**src/rtl/cnu_serial_pkg.sv**
```systemverilog
// cnu_serial_pkg: shared constants and types for the serial check node unit.
//   CNU_DATA_W  : message width (two's complement), shared with the VN stage
//   CNU_DC      : check node degree (messages per row)
//   CNU_IDX_W   : width of an edge index within a row
//   CNU_MAG_MAX : saturated maximum magnitude, 2^(DATA_W-1)-1
//   state_e     : CNU control FSM states
package cnu_serial_pkg;

  localparam int CNU_DATA_W  = 8;
  localparam int CNU_DC      = 6;
  localparam int CNU_IDX_W   = $clog2(CNU_DC);
  localparam int CNU_MAG_MAX = (2 ** (CNU_DATA_W - 1)) - 1;

  typedef enum logic {
    ST_COLLECT = 1'b0,
    ST_EMIT    = 1'b1
  } state_e;

endpackage : cnu_serial_pkg

```
**src/rtl/cnu_serial_satmag.sv**
```systemverilog
// satmag: combinational absolute value with saturation.
//   din : signed two's complement input, DATA_W bits
//   mag : |din| as an unsigned DATA_W-bit value; the most negative input
//         maps to 2^(DATA_W-1)-1 so the result always fits in DATA_W-1 bits
module satmag #(
  parameter int DATA_W = 8
) (
  input  logic [DATA_W-1:0] din,
  output logic [DATA_W-1:0] mag
);

  localparam logic [DATA_W-1:0] MOST_NEG = {1'b1, {(DATA_W-1){1'b0}}};
  localparam logic [DATA_W-1:0] MAG_MAX  = {1'b0, {(DATA_W-1){1'b1}}};

  always_comb begin
    mag = din;
    if (din[DATA_W-1]) begin
      if (din == MOST_NEG) begin
        mag = MAG_MAX;
      end else begin
        mag = (~din) + DATA_W'(1);
      end
    end
  end

endmodule : satmag

```
**src/rtl/cnu_serial.sv**
```systemverilog
// cnu_serial: serial offset min-sum check node unit.
// Collects DC variable-to-check messages one per transfer, tracking the two
// smallest magnitudes, the index of the smallest, every sign bit and the row
// parity. Then emits DC check-to-variable messages in edge order.
//   clk, rst_n             : clock, asynchronous active-low reset
//   in_valid/in_ready/in_q : input message stream (signed)
//   out_valid/out_ready    : output handshake
//   out_r                  : check-to-variable message (signed)
//   out_idx                : edge index of out_r
//   out_parity             : XOR of all input sign bits of the row
module cnu_serial
  import cnu_serial_pkg::*;
#(
  parameter int DATA_W = CNU_DATA_W,
  parameter int DC     = CNU_DC,
  parameter int OFFSET = 0
) (
  input  logic                  clk,
  input  logic                  rst_n,
  input  logic                  in_valid,
  output logic                  in_ready,
  input  logic [DATA_W-1:0]     in_q,
  output logic                  out_valid,
  input  logic                  out_ready,
  output logic [DATA_W-1:0]     out_r,
  output logic [$clog2(DC)-1:0] out_idx,
  output logic                  out_parity
);

  localparam int                IDX_W   = $clog2(DC);
  localparam logic [DATA_W-1:0] MAG_MAX = {1'b0, {(DATA_W-1){1'b1}}};
  localparam logic [DATA_W-1:0] OFF     = DATA_W'(OFFSET);
  localparam logic [IDX_W-1:0]  K_LAST  = IDX_W'(DC - 1);

  state_e                state_q, state_d;
  logic [IDX_W-1:0]      k_q, k_d;
  logic [DATA_W-1:0]     min1_q, min1_d;
  logic [DATA_W-1:0]     min2_q, min2_d;
  logic [IDX_W-1:0]      idx1_q, idx1_d;
  logic                  parity_q, parity_d;
  logic [DC-1:0]         sign_q, sign_d;

  logic [DATA_W-1:0]     in_mag;
  logic                  collect, emit;
  logic                  in_fire, out_fire;
  logic                  sign_sel;
  logic [DATA_W-1:0]     m_sel;
  logic [DATA_W-1:0]     mag_o;
  logic                  s_out;

  satmag #(
    .DATA_W(DATA_W)
  ) u_satmag (
    .din(in_q),
    .mag(in_mag)
  );

  always_ff @(posedge clk or negedge rst_n) begin
    if (!rst_n) begin
      state_q  <= ST_COLLECT;
      k_q      <= '0;
      min1_q   <= MAG_MAX;
      min2_q   <= MAG_MAX;
      idx1_q   <= '0;
      parity_q <= 1'b0;
      sign_q   <= '0;
    end else begin
      state_q  <= state_d;
      k_q      <= k_d;
      min1_q   <= min1_d;
      min2_q   <= min2_d;
      idx1_q   <= idx1_d;
      parity_q <= parity_d;
      sign_q   <= sign_d;
    end
  end

  // Next-state and accumulator update.
  always_comb begin
    state_d  = state_q;
    k_d      = k_q;
    min1_d   = min1_q;
    min2_d   = min2_q;
    idx1_d   = idx1_q;
    parity_d = parity_q;
    sign_d   = sign_q;

    collect  = (state_q == ST_COLLECT);
    emit     = (state_q == ST_EMIT);
    in_fire  = collect && in_valid;
    out_fire = emit && out_ready;

    if (in_fire) begin
      for (int unsigned i = 0; i < DC; i++) begin
        if (k_q == IDX_W'(i)) begin
          sign_d[i] = in_q[DATA_W-1];
        end
      end
      parity_d = parity_q ^ in_q[DATA_W-1];

      // Strict less-than keeps the earliest index on ties.
      if (in_mag < min1_q) begin
        min2_d = min1_q;
        min1_d = in_mag;
        idx1_d = k_q;
      end else if (in_mag < min2_q) begin
        min2_d = in_mag;
      end

      if (k_q == K_LAST) begin
        state_d = ST_EMIT;
        k_d     = '0;
      end else begin
        k_d = k_q + IDX_W'(1);
      end
    end

    if (out_fire) begin
      if (k_q == K_LAST) begin
        // Row complete: re-arm accumulators for the next row.
        state_d  = ST_COLLECT;
        k_d      = '0;
        min1_d   = MAG_MAX;
        min2_d   = MAG_MAX;
        idx1_d   = '0;
        parity_d = 1'b0;
        sign_d   = '0;
      end else begin
        k_d = k_q + IDX_W'(1);
      end
    end
  end

  // Output message, built only from registered row state so it is stable
  // under backpressure and independent of in_q.
  always_comb begin
    sign_sel = 1'b0;
    for (int unsigned i = 0; i < DC; i++) begin
      if (k_q == IDX_W'(i)) begin
        sign_sel = sign_q[i];
      end
    end

    m_sel = (k_q == idx1_q) ? min2_q : min1_q;
    mag_o = (m_sel > OFF) ? (m_sel - OFF) : '0;
    s_out = sign_sel ^ parity_q;

    in_ready   = (state_q == ST_COLLECT);
    out_valid  = (state_q == ST_EMIT);
    out_r      = '0;
    out_idx    = '0;
    out_parity = 1'b0;
    if (state_q == ST_EMIT) begin
      out_r      = s_out ? ((~mag_o) + DATA_W'(1)) : mag_o;
      out_idx    = k_q;
      out_parity = parity_q;
    end
  end

endmodule : cnu_serial

```
**config.mk**
```make
export PLATFORM = sky130hd
export DESIGN_NAME = cnu_serial
export DESIGN_NICKNAME = d
export VERILOG_FILES = /design/src/rtl/cnu_serial_pkg.sv /design/src/rtl/cnu_serial_satmag.sv /design/src/rtl/cnu_serial.sv
export SDC_FILE = /design/constraint.sdc
export NUM_CORES = 1
export LEC_CHECK = 0
export BUFFER_PORTS_ARGS = -buffer_cell sky130_fd_sc_hd__buf_2
export CAP_MARGIN = 15
export CORE_MARGIN = 3
export CORE_UTILIZATION = 55
export CTS_BUF_LIST = sky130_fd_sc_hd__clkbuf_8
export DETAILED_ROUTE_END_ITERATION = 6
export GPL_TIMING_DRIVEN = 1
export PLACE_DENSITY = 0.78
export SYNTH_ARGS = -nofsm -noshare
export SYNTH_HDL_FRONTEND = slang
export SYNTH_SLANG_ARGS = --single-unit
```
**constraint.sdc**
```tcl
create_clock -name clk -period 3.8 [get_ports clk]
set_clock_uncertainty 0.1 [all_clocks]
set_input_delay 0 -clock clk [delete_from_list [all_inputs] [get_ports clk]]
set_output_delay 0 -clock clk [all_outputs]
set_load 0.02 [all_outputs]
```
==> Word-level counts from Yosys, hierarchy flattened <==
Index checks and enable logic that the tools add are counted.
{ "op_classes": {"eq_ne": 7, "muxes": 46, "addsub": 3, "n_bitwise": 5, "magnitude_cmp": 3, "n_reduce_logical": 4} }
{ "ops": {"columns": ["operator", "count"], "rows": [
  ["$mux 8", 15],
  ["$mux 3", 8],
  ["$mux 1", 20],
  ["$mux 6", 3],
  ["$add 8x1->8 const B", 2],
  ["$lt 8x8->1", 2],
  ["$not 8->8", 2],
  ["$eq 8x8->1 const B", 1],
  ["$gt 8x1->1 const B", 1],
  ["$eq 3x2->1 const B", 2],
  ["$eq 3x3->1 const B", 2],
  ["$add 3x1->3 const B", 1],
  ["$eq 3x1->1 const B", 1],
  ["$eq 3x3->1", 1],
  ["$logic_not 3->1", 1],
  ["$logic_and 1x1->1", 2],
  ["$reduce_bool 2->1", 1],
  ["$xor 1x1->1", 2],
  ["$not 1->1", 1]
]} }
{ "totals": {"in_bits": 12, "out_inout_bits": 14, "word_cells": 75, "ff_bits": 30} }

==> Depth between registers and ports, before layout <==
Gate-level depths: netlist (run 1).
{ "depth": {"depth_word": 10, "depth_mapped": 15, "mapped_depth_nobuf": 13} }

==> Cells and area by module <==
A second synthesis (run 1) with hierarchy kept.
{ "unflattened": {"hier_cells": 295, "hier_area_um2": 2563.7} }
{ "modules_own_cells": {"columns": ["mod", "cells_per_inst", "area_per_inst_um2", "n_inst", "seq_area_each_um2"], "rows": [
  ["cnu_serial", 260, 2347.3, 1, 768.2],
  ["satmag", 35, 216.5, 1, 0.0]
]} }

==> Least setup slack after synthesis (run 1) <==
Ideal clock, no wire load.
{ "synth_timing": {"path_kind": "reg-to-output", "start": "register k_q[0]", "end": "output port out_r[3]", "stages_incl_launch_ff": 11, "n_path_buf": 1, "required_ns": 3.700, "arrival_time_ns": 3.050, "slack_ns": 0.650, "cell_sequence": "dfrtp_1 buf_1 xor2_1 nor3_1 mux2i_1 ha_1 or4b_1 mux2i_4 o21a_1 nor3_1 nor3_1"} }
{ "synth_via": {"elab_chain_len": 10, "elab_cells_between_ends": 21} }
{ "synth_rtl": {"columns": ["item", "line_no", "text"], "rows": [
  ["from (decl)", "cnu_serial.sv:36", "logic [IDX_W-1:0] k_q, k_d;"],
  ["from (signal assigned)", "cnu_serial.sv:69", "k_q <= k_d;"],
  ["branches (longest 8 deep; another with $gt 8x1->1)", null, null],
  ["$mux 8 *", "cnu_serial.sv:154", "out_r = s_out ? ((~mag_o) + DATA_W'(1)) : mag_o;"],
  ["$mux 8 *", "cnu_serial.sv:153", "if (state_q == ST_EMIT) begin"],
  ["to (decl)", "cnu_serial.sv:25", "output logic [DATA_W-1:0] out_r,"]
]} }
Every way passes the cells marked *.

==> Worst setup path in the final report (run 1) <==
{ "layout_timing": {"start": "register k_q[0]", "end": "output port out_r[5]"} }
The elaborated chain is that of the path after synthesis.

==> results.md, run 1 <==
- Initial Util: 57.7%
- Highest metal used: met4
- Clock power share: 10.4%
- Layout Nets: 363
- CP max-delay cell: dfrtp_1
- Post-synth EDFFs: 0
- Cells after Synth: 305
- Residual DRC: 0
- Met3 WL: 440 um
- Critical path fanouts, max: 13
- Die X: 74.1 um
- Final Hold Viols: 0
- Logic gate share of total power: 64.2%
- Antenna Violating Nets Remaining: 0
- RSZ-0062 raised after global routing: false
- Critical Path, Cell by Cell: xor2_1, nor3_1, buf_4, mux2i_1, ha_1, or4b_1, mux2i_4, o211ai_1, a21oi_1, nor3b_2, buf_2
- CTS tree: built
- Area after DPL: 2730 um2
- Reg-to-Reg End: min2_q[0]
- NetSw: 1.38 mW
- GP Congestion: 0.978
- Row Count: 24
- Ys Warns: 0
- Clk_lat worst skew: 0.28 ns
- Mean area per synthesized cell: 8.36 um2
- Per-cell routed wire length: 16.6 um
- Routed wl met2: 3.09 mm
- Max IR drop VDD: 0.416 mV
- Yosys top cell by area: dfrtp_1
- Drt first pass iters: 4
- Overall die area: 5490 um2
- CTS Root Cell: clkbuf_8
- Largest net degree at the start of global routing: 31
- Worst Setup Path Type: register to output port
- Max Cap Viol: 0
- Vias in the first global route: 2199
- Clk slew on worst S/H paths: 0.06 ns
- Initial antenna violation count: 0
- Startpoint types: register
- Worst hold-check path type: primary input to register
- Syn_nets: 335
- Number of diodes: 0
- Seq pwr share: 25.4%
- Switch share: 48.4%
- Worst path arrival time: 3.30 ns
- Rel. slew slack: 58.1%
- Status: finished, final reports clean
- FF-to-FF path depth: 8
- Drt first-iter violations: 138
- Htree depth: 2
- Synth unique cells: 51
- Total grt overflow: 0
- Post-synth top flop: dfrtp_1
- Port bufs: 25
- Hold Path Sink: k_q[0]
- WP data required: 3.70 ns
- R2R Setup Slk: 1.18 ns
- Post-synthesis cell area: 2550 um2
- Worst r2r src: min1_q[5]
- Leakage power: 1.32 nW
- Setup violators final: 0
- Core footprint: 4410 um2
- DIE HEIGHT: 74.1 um
- Crit share post-route: 89.5%
- WHS: 0.00739 ns
- Fin crit period: 3.40 ns
- Crit path buffers/inverters: 2
- Pwr Density: 988 nW/um2
- Vias per cell: 6.11
- Hold path depth: 3
- Boundary pin count: 26
- Vias: 2360
- FFs w/ async S/R, synth: 100%
- Clk sinks: 30
- Hold Path Origin: out_ready
- Post-DP HPWL: 4.92 mm
- Fin area: 2870 um2
- Layout cells sized above 1: 19.8%
- Worst slew pin tran: 0.628 ns
- Top cells by area, synth: dfrtp_1, dfstp_2, ha_1
- First-pass GRT wire length: 10.6 mm
- Nature of the critical path endpoint: output port
- P&R area growth vs syn: 12.8%
- Total negative slack: 0 ns
- Cts bufs inserted: 5
- #FFs+latches synth: 30
- Met1 WL: 2.77 mm
- Final Max Slew Viols: 0
- Max clock buf depth: 2
- Yosys top cell area share: 15.7%
- Sequential fraction of the synthesis area: 30.1%
- Slowest stage delay, CP: 0.64 ns
- Total GRT Usage: 25.5%
- Drt total wl: 6.41 mm
- Final Power: 2.84 mW
- CP delay by family, top: simple AND/OR/NAND/NOR gates
- Internal power: 1.46 mW
- Fmax: 294 MHz
==> worst max path at each step <==
stage,start,endpoint,slack (ns),cells after the start
6_report,k_q[0],out_r[5],0.40,11
5_1_grt,k_q[0],out_r[5],0.11,10
3_3_place_gp,in_q[0],min2_q[7],0.51,13
3_5_place_dp,in_q[0],min2_q[7],0.40,13
2_1_floorplan,k_q[0],out_r[3],0.65,10
4_1_cts,k_q[0],out_r[5],0.23,10
==> timing repair <==
action / CTS / global route
endpoints found under the hold margin: 17 / 0
gates resized for setup: 0 / 2
buffers inserted: 0 / 0
endpoints found under the setup margin: 0 / 3
hold buffers: 2 / 0
==> cell families after synthesis <==
family | count (synthesis) | share of synthesized area, %
multiplexers | 12 | 5.25
buffers and inverters | 36 | 5.84
flip-flops | 30 | 30.1
AO/OA/AOI/OAI | 83 | 22.5
AND/OR/NAND/NOR | 114 | 23.3
XOR/XNOR | 12 | 4.12
adder cells (fa/ha/maj) | 18 | 8.84
==> cell type report <==
| class | instances | area (um2) |
|---|---|---|
| flip-flops and latches | 30 | 768 |
| multi-input cells | 239 | 1650 |
| inverters | 23 | 86.3 |
| well taps | 52 | 65.1 |
| clock buffers | 8 | 110 |
| fillers | 362 | 1540 |
| repair buffers | 34 | 198 |
==> power by group through the flow <==
| stage | sequential, mW | combinational, mW | clock, mW |
|---|---|---|---|
| CTS | 0.709 | 1.81 | 0.301 |
| global route | 0.745 | 2.03 | 0.312 |
| detailed placement | 0.712 | 1.79 | 0 |
| finish | 0.721 | 1.82 | 0.297 |
| floorplan | 0.633 | 1.39 | 0 |
| global placement | 0.708 | 1.76 | 0 |
==> cells in the final DEF, fill, tap and decap left out, drive strengths merged, types with 2 or more instances in the layout <==
cell and instances:
mux2i 11, a21boi 2, a21o 6, a221oi 3
a221o 6, nor2 27, dfrtp 16, a21oi 22
nand4 7, and2 7, dlygate4sd3 2, o21ai 13
nand3 10, dfstp 14, or3 2, or4b 2
a31oi 3, nor2b 4, ha 18, nor3b 4
o21a 3, clkbuf 8, nor4 2, o31ai 4
nor3 7, inv 23, o211ai 16, buf 32
nand2 36, xor2 5, xnor2 7
==> cell usage after synthesis (4+ instances only) <==
library cell   n
ha_1          18
nand3_1       10
o21ai_1        5
and2_1         7
nor2_1        27
o31ai_1        4
a21oi_1       22
o211ai_1      15
o21ai_0        8
nand4_1        7
a221o_1        6
a21o_1         6
clkbuf_1       5
nor2b_1        4
dfrtp_1       16
inv_1         23
mux2i_1       10
buf_2          5
dfstp_2       14
nor3_1         7
xor2_1         5
xnor2_1        7
nand2_1       36
==> metal layers <==
| metal | track usage, % | vias up |
|---|---|---|
| met5 | 0 | - |
| met4 | 10.1 | 0 |
| met3 | 5.81 | 14 |
| met2 | 40.5 | 80 |
| met1 | 33.8 | 1104 |
| li1 | - | 1162 |
==> worst register-to-register path: stages (launching register included) <==
cell	delay (ns)
dfstp_2	0.54
inv_1	0.10
ha_1	0.33
a21o_1	0.16
a21o_1	0.18
a221oi_2	0.33
and2_1	0.47
a221o_1	0.26
a21o_1	0.10
==> sequential cells by signal, indices dropped and copies added (netlist names), named ones only <==
name	flops
min1_q	8
min2_q	8
sign_q	6
idx1_q	3
k_q	3
parity_q	1
==> stage by stage <==
step	worst slack, ns	util (%)	cells
finish	0.399	65.1	386
CTS	0.234	64.8	386
floorplan	0.650	-	305
detailed placement	0.399	61.8	376
global placement	0.513	61.8	376
global route	0.109	65.1	386
Power figures use the tool's default switching activity.
==> run 2, diff against run 1 <==
--- a/config.mk
+++ b/config.mk
@@ -6,7 +6,8 @@
 export NUM_CORES = 1
 export LEC_CHECK = 0
 export BUFFER_PORTS_ARGS = -buffer_cell sky130_fd_sc_hd__buf_2
-export CAP_MARGIN = 15
+export CAP_MARGIN = 20
+export CORE_ASPECT_RATIO = 1.5
 export CORE_MARGIN = 3
 export CORE_UTILIZATION = 55
 export CTS_BUF_LIST = sky130_fd_sc_hd__clkbuf_8
==> constraint.sdc (replaced) <==
create_clock -name clk -period 3.8 [get_ports clk]
set_clock_uncertainty 0.1 [all_clocks]
set_input_delay 0.76 -clock clk [delete_from_list [all_inputs] [get_ports clk]]
set_output_delay 0.76 -clock clk [all_outputs]
set_load 0.02 [all_outputs]
==> results.md, run 2 (synthesis results as in run 1) <==
- Slowest stage delay, CP: 0.47 ns
- Total GRT Usage: 28.7%
- Vias in the first global route: 2456
- Setup violators final: 0
- Largest net degree at the start of global routing: 31
- Final WS setup: 0.0652 ns
- Die X: 61.6 um
- DIE HEIGHT: 89.4 um
- CP max-delay cell: or4b_4
- Layout cells sized above 1: 29.4%
- Core footprint: 4350 um2
- Total grt overflow: 0
- Placed cells: 389
- Drt total wl: 7.28 mm
- Max Cap Viol: 0
- Clk sinks: 30
- Critical Path, Cell by Cell: xor2_1, nor3_2, mux2i_1, ha_2, or4b_4, mux2i_4, o211ai_1, a21oi_1, nor3b_2, buf_4
- Port bufs: 25
- Residual DRC: 0
- NetSw: 1.51 mW
- Rel. slew slack: 54.9%
- Most frequent cells in the layout: buf_4, nand2_1, nor2_1
- Non-filler cells, final: 410
- Boundary pin count: 26
- Worst slew pin tran: 0.676 ns
- GP Congestion: 0.956
- Crit path buffers/inverters: 1
- CTS tree: built
- Post-DP HPWL: 5.42 mm
- Nature of the critical path endpoint: output port
- Clock power share: 8.1%
- Worst Setup Path Type: register to output port
- Final Max Slew Viols: 0
- Fin crit period: 3.73 ns
- WP data required: 2.94 ns
- Initial antenna violation count: 0
- Drt first pass iters: 5
- Status: finished, final reports clean
- First-pass GRT wire length: 11.7 mm
- Number of diodes: 0
- Final Hold Viols: 0
- Internal power: 1.70 mW
- CP delay by family, top: simple AND/OR/NAND/NOR gates
- Multi-input logic area: 1690 um2
- RSZ-0062 raised after global routing: true
- Crit share post-route: 98.3%
- Max clock buf depth: 2
- Final Power: 3.21 mW
- Sequential standard cell area: 768 um2
- Logic gate share of total power: 70.4%
- Antenna Violating Nets Remaining: 0
- Htree depth: 2
- Vias per cell: 6.35
- Vias: 2604
- Max IR drop VDD: 0.686 mV
- Fmax: 268 MHz
- CTS Root Cell: clkbuf_8
- Worst path arrival time: 2.87 ns
- Clk slew on worst S/H paths: 0.07 ns
- Critical path fanouts, max: 5
- Initial Util: 58.5%
- DP Worst Slack: -0.0174 ns
- Area after DPL: 2890 um2
- Fin area: 3140 um2
- Clk_lat worst skew: 0.28 ns
- Layout Nets: 393
- Switch share: 47.1%
- Row Count: 29
- Leakage power: 1.47 nW
- Overall die area: 5500 um2
- Drt first-iter violations: 159
- P&R area growth vs syn: 23.3%
- Fill count: 320
- Startpoint types: register
- Biggest regs: min1_q: 8 flops, min2_q: 8 flops, sign_q: 6 flops
- Per-cell routed wire length: 17.8 um
- Commonest non-fill, non-tap cell in the layout: buf_4
- Cts bufs inserted: 5
- Pwr Density: 1020 nW/um2
- Seq pwr share: 21.4%
- Worst hold-check path type: primary input to asynchronous set/reset pin
-- run 2: power by group through the flow --
| stage | Clock [mW] | Sequential [mW] | Combinational [mW] |
|---|---|---|---|
| 2_1_floorplan | 0 | 0.633 | 1.41 |
| 3_3_place_gp | 0 | 0.674 | 1.91 |
| 3_5_place_dp | 0 | 0.681 | 1.95 |
| 4_1_cts | 0.265 | 0.678 | 2.01 |
| 5_1_grt | 0.277 | 0.706 | 2.48 |
| 6_report | 0.261 | 0.688 | 2.26 |
-- run 2: repair_timing --
item / CTS / global route
setup endpoints to repair: 4 / 7
buffers inserted: 1 / 12
gates resized for setup: 5 / 12
pin swaps: 1 / 16
endpoints found under the hold margin: 0 / 0
hold buffers: 0 / 0
-- run 2: worst paths after layout --
| path | from | endpoint | slack, ns | depth (start not counted) |
|---|---|---|---|---|
| setup reg to reg | min1_q[5] | min2_q[0] | 1.22 | 9 |
| hold reg to reg | sign_q[0] | sign_q[0] | 0.44 | 2 |
| max in group asynchronous | rst_n | min2_q[7] | 2.75 | 1 |
| setup / recovery | idx1_q[2] | out_r[5] | 0.07 | 10 |
| min in group clk | sign_q[0] | sign_q[0] | 0.44 | 2 |
| hold / removal | rst_n | min1_q[7] | 0.42 | 1 |
-- run 2: metrics by stage --
step | hold WS [ns] | util (%) | setup TNS (ns)
finish | 0.417 | 72.2 | 0
CTS | 0.422 | 69.2 | 0
global route | 0.431 | 72.2 | -0.0949
floorplan | 0.364 | - | 0
global placement | 0.406 | 66.4 | 0
detailed placement | 0.413 | 66.4 | -0.0773
-- run 2: area by class of cell --
type	count	area share, %
Timing Repair Buffer	64	14.3
Sequential cell	30	24.5
Tap cell	46	1.83
Clock inverter	2	0.279
Inverter	23	2.75
Multi-Input combinational cell	239	53.8
Clock buffer	6	2.63
-- run 2: layer usage --
layer	up-vias	routed length, um	share of wire [%]	GRT usage (%)
met5	-	0	0	0
met4	0	212	2.9	13.9
met3	26	324	4.5	6.79
met2	115	3890	53	50.2
met1	1242	2850	39	31.4
li1	1221	-	-	-
-- run 2: worst register-to-register path: cells and delay by family (launching register included) --
family | cells | cell delay [ns]
buffers and inverters | 2 | 0.30
AO/OA/AOI/OAI | 5 | 1.16
AND/OR/NAND/NOR | 1 | 0.07
adder cells (fa/ha/maj) | 1 | 0.34
flip-flops | 1 | 0.54
==> run 3, diff against run 2 <==
--- a/config.mk
+++ b/config.mk
@@ -6,8 +6,7 @@
 export NUM_CORES = 1
 export LEC_CHECK = 0
 export BUFFER_PORTS_ARGS = -buffer_cell sky130_fd_sc_hd__buf_2
-export CAP_MARGIN = 20
-export CORE_ASPECT_RATIO = 1.5
+export CAP_MARGIN = 25
 export CORE_MARGIN = 3
 export CORE_UTILIZATION = 55
 export CTS_BUF_LIST = sky130_fd_sc_hd__clkbuf_8
@@ -16,4 +15,5 @@
 export PLACE_DENSITY = 0.78
 export SYNTH_ARGS = -nofsm -noshare
 export SYNTH_HDL_FRONTEND = slang
+export SYNTH_HIERARCHICAL = 1
 export SYNTH_SLANG_ARGS = --single-unit
==> results.md, run 3 <==
- Commonest non-fill, non-tap cell in the layout: nor2_1
- Total grt overflow: 0
- Initial Util: 58.1%
- Layout cells sized above 1: 31.1%
- Synth unique cells: 59
- Crit share post-route: 98.9%
- Final Power: 3.15 mW
- Leakage power: 1.55 nW
- P&R area growth vs syn: 22.2%
- Residual DRC: 0
- Post-synth top flop: dfrtp_1
- Cts bufs inserted: 5
- Max IR drop VDD: 0.462 mV
- Final Max Slew Viols: 0
- Mean area per synthesized cell: 8.69 um2
- Top cells by area, synth: dfrtp_1, dfstp_2, mux2i_1
- Fmax: 266 MHz
- Commonest cells post-synth: nor2_1, a21oi_1, mux2i_1, inv_1, nand2_1
- Drt first-iter violations: 222
- CTS Root Cell: clkbuf_8
- Port bufs: 25
- Fin crit period: 3.76 ns
- Clk_lat worst skew: 0.29 ns
- Max clock buf depth: 2
- Yosys top cell by area: dfrtp_1
- Worst slew pin tran: 0.730 ns
- Cells after Synth: 295
- Core footprint: 4410 um2
- Most common cell in the synthesized netlist: nor2_1
- Yosys top cell area share: 15.6%
- Htree depth: 2
- Worst hold-check path type: primary input to asynchronous set/reset pin
- Boundary pin count: 26
- FFs w/ async S/R, synth: 100%
- Sequential fraction of the synthesis area: 30.0%
- Rel. slew slack: 51.4%
- GP Congestion: 0.853
- Vias: 2395
- Nature of the critical path endpoint: output port
- Status: finished, final reports clean
- Setup violators final: 0
- Die X: 74.3 um
- Clk sinks: 30
- Vias per cell: 6.00
- Ys Warns: 6
- Most frequent cells in the layout: nor2_1, buf_4, inv_1
- Final Hold Viols: 0
- CTS tree: built
- Pwr Density: 1010 nW/um2
- Largest net degree at the start of global routing: 31
- Vias in the first global route: 2227
- Startpoint types: register
- Total GRT Usage: 24.8%
- Fill count: 345
- Sequential standard cell area: 768 um2
- Syn_nets: 325
- Biggest regs: min1_q: 8 flops, min2_q: 8 flops, sign_q: 6 flops
- First-pass GRT wire length: 10.5 mm
- Number of diodes: 0
- Drt total wl: 6.55 mm
- Multi-input logic area: 1740 um2
- RSZ-0062 raised after global routing: true
- Layout Nets: 376
- Worst Setup Path Type: register to output port
- Worst path arrival time: 2.90 ns
- Overall die area: 5520 um2
- DIE HEIGHT: 74.3 um
- Post-synthesis cell area: 2560 um2
- Drt first pass iters: 4
- Post-DP HPWL: 4.85 mm
- Final Core Density: 71.0%
- Initial antenna violation count: 0
- Per-cell routed wire length: 16.4 um
- #FFs+latches synth: 30
- WP data required: 2.94 ns
- Critical path fanouts, max: 4
- Row Count: 24
- Max Cap Viol: 0
- Post-synth EDFFs: 0
- Clk slew on worst S/H paths: 0.07 ns
- Antenna Violating Nets Remaining: 0
==> run 3: changes by cell type after synthesis, moves of 4 or more <==
| cell | previous run | this run |
|---|---|---|
| a21oi_1 | 22 | 26 |
| o221ai_1 | 1 | 8 |
| xor2_1 | 5 | 1 |
| mux2i_1 | 10 | 26 |
| nand2_1 | 36 | 20 |
| a21o_1 | 6 | 1 |
| nand4_1 | 7 | 3 |
| a221o_1 | 6 | 0 |
| nor2_1 | 27 | 38 |
| o211ai_1 | 15 | 0 |
==> run 3: worst paths after layout <==
| path | slack, ns | endpoint | from | cells after the start |
|---|---|---|---|---|
| max | 0.04 | out_r[7] | k_q[0] | 12 |
| min | 0.40 | k_q[1] | rst_n | 1 |
| max reg2reg | 1.38 | min1_q[6] | min1_q[4] | 10 |
| min reg2reg | 0.43 | sign_q[0] | sign_q[0] | 2 |
| max in group asynchronous | 2.75 | asynchronous set/reset pin | rst_n | 1 |
| min in group clk | 0.43 | sign_q[0] | sign_q[0] | 2 |
==> run 3: cell families after synthesis <==
logic type / synth area share, %
flip-flops: 30.0
multiplexers: 11.9
adder cells (fa/ha/maj): 8.78
AND/OR/NAND/NOR: 21.6
AO/OA/AOI/OAI: 16.9
XOR/XNOR: 4.69
buffers and inverters: 6.15
==> run 3: critical path, cell delays in order, from the launching register on <==
cell and delay [ns]:
dfrtp_1 0.41, xnor2_2 0.21, nand3_4 0.14, mux2i_4 0.22, ha_2 0.21, or3b_4 0.38
nand4b_4 0.18, mux2i_4 0.19, a21oi_2 0.06, o311ai_2 0.24, xnor2_1 0.17, nor2_2 0.05
buf_6 0.14
==> run 3: repair_timing <==
action,CTS,global route
pin swaps,2,4
hold buffers,0,0
setup buffers,2,4
setup endpoints to repair,3,21
resized for setup,6,14
==> run 3: report_power, final <==
part | total (mW) | switching (mW) | internal (mW)
sequential | 0.725 | 0.193 | 0.532
clock | 0.251 | 0.127 | 0.124
combinational | 2.18 | 1.21 | 0.971
==> run 3: metal layers <==
layer / share of wire, % / track usage (%) / wire length, um / up-vias
met5: 0 / 0 / 0 / -
met4: 2.3 / 10.1 / 150 / 0
met3: 5.5 / 4.05 / 360 / 15
met2: 48 / 38.2 / 3140 / 95
met1: 44 / 34.8 / 2890 / 1129
li1: - / - / - / 1156
==> run 3: layout make-up <==
| type | count | share of cell area (%) |
|---|---|---|
| well taps | 52 | 2.08 |
| multi-input cells | 228 | 55.4 |
| flip-flops and latches | 30 | 24.5 |
| inverters | 25 | 3.00 |
| clock inverters | 3 | 0.439 |
| repair buffers | 56 | 12.3 |
| clock buffers | 5 | 2.20 |
==> run 3: metrics by stage <==
step           hold slack [ns]  instances  instance area, um2  TNS (ns)  setup WS (ns)
2_1_floorplan            0.364        295                2570   -0.0104        -0.0104
3_3_place_gp             0.409        385                2900     -1.42         -0.110
3_5_place_dp             0.413        385                2900     -3.49         -0.250
4_1_cts                  0.414        395                3030         0         0.0161
5_1_grt                  0.436        399                3130    -0.105        -0.0625
6_report                 0.405        399                3130         0         0.0428
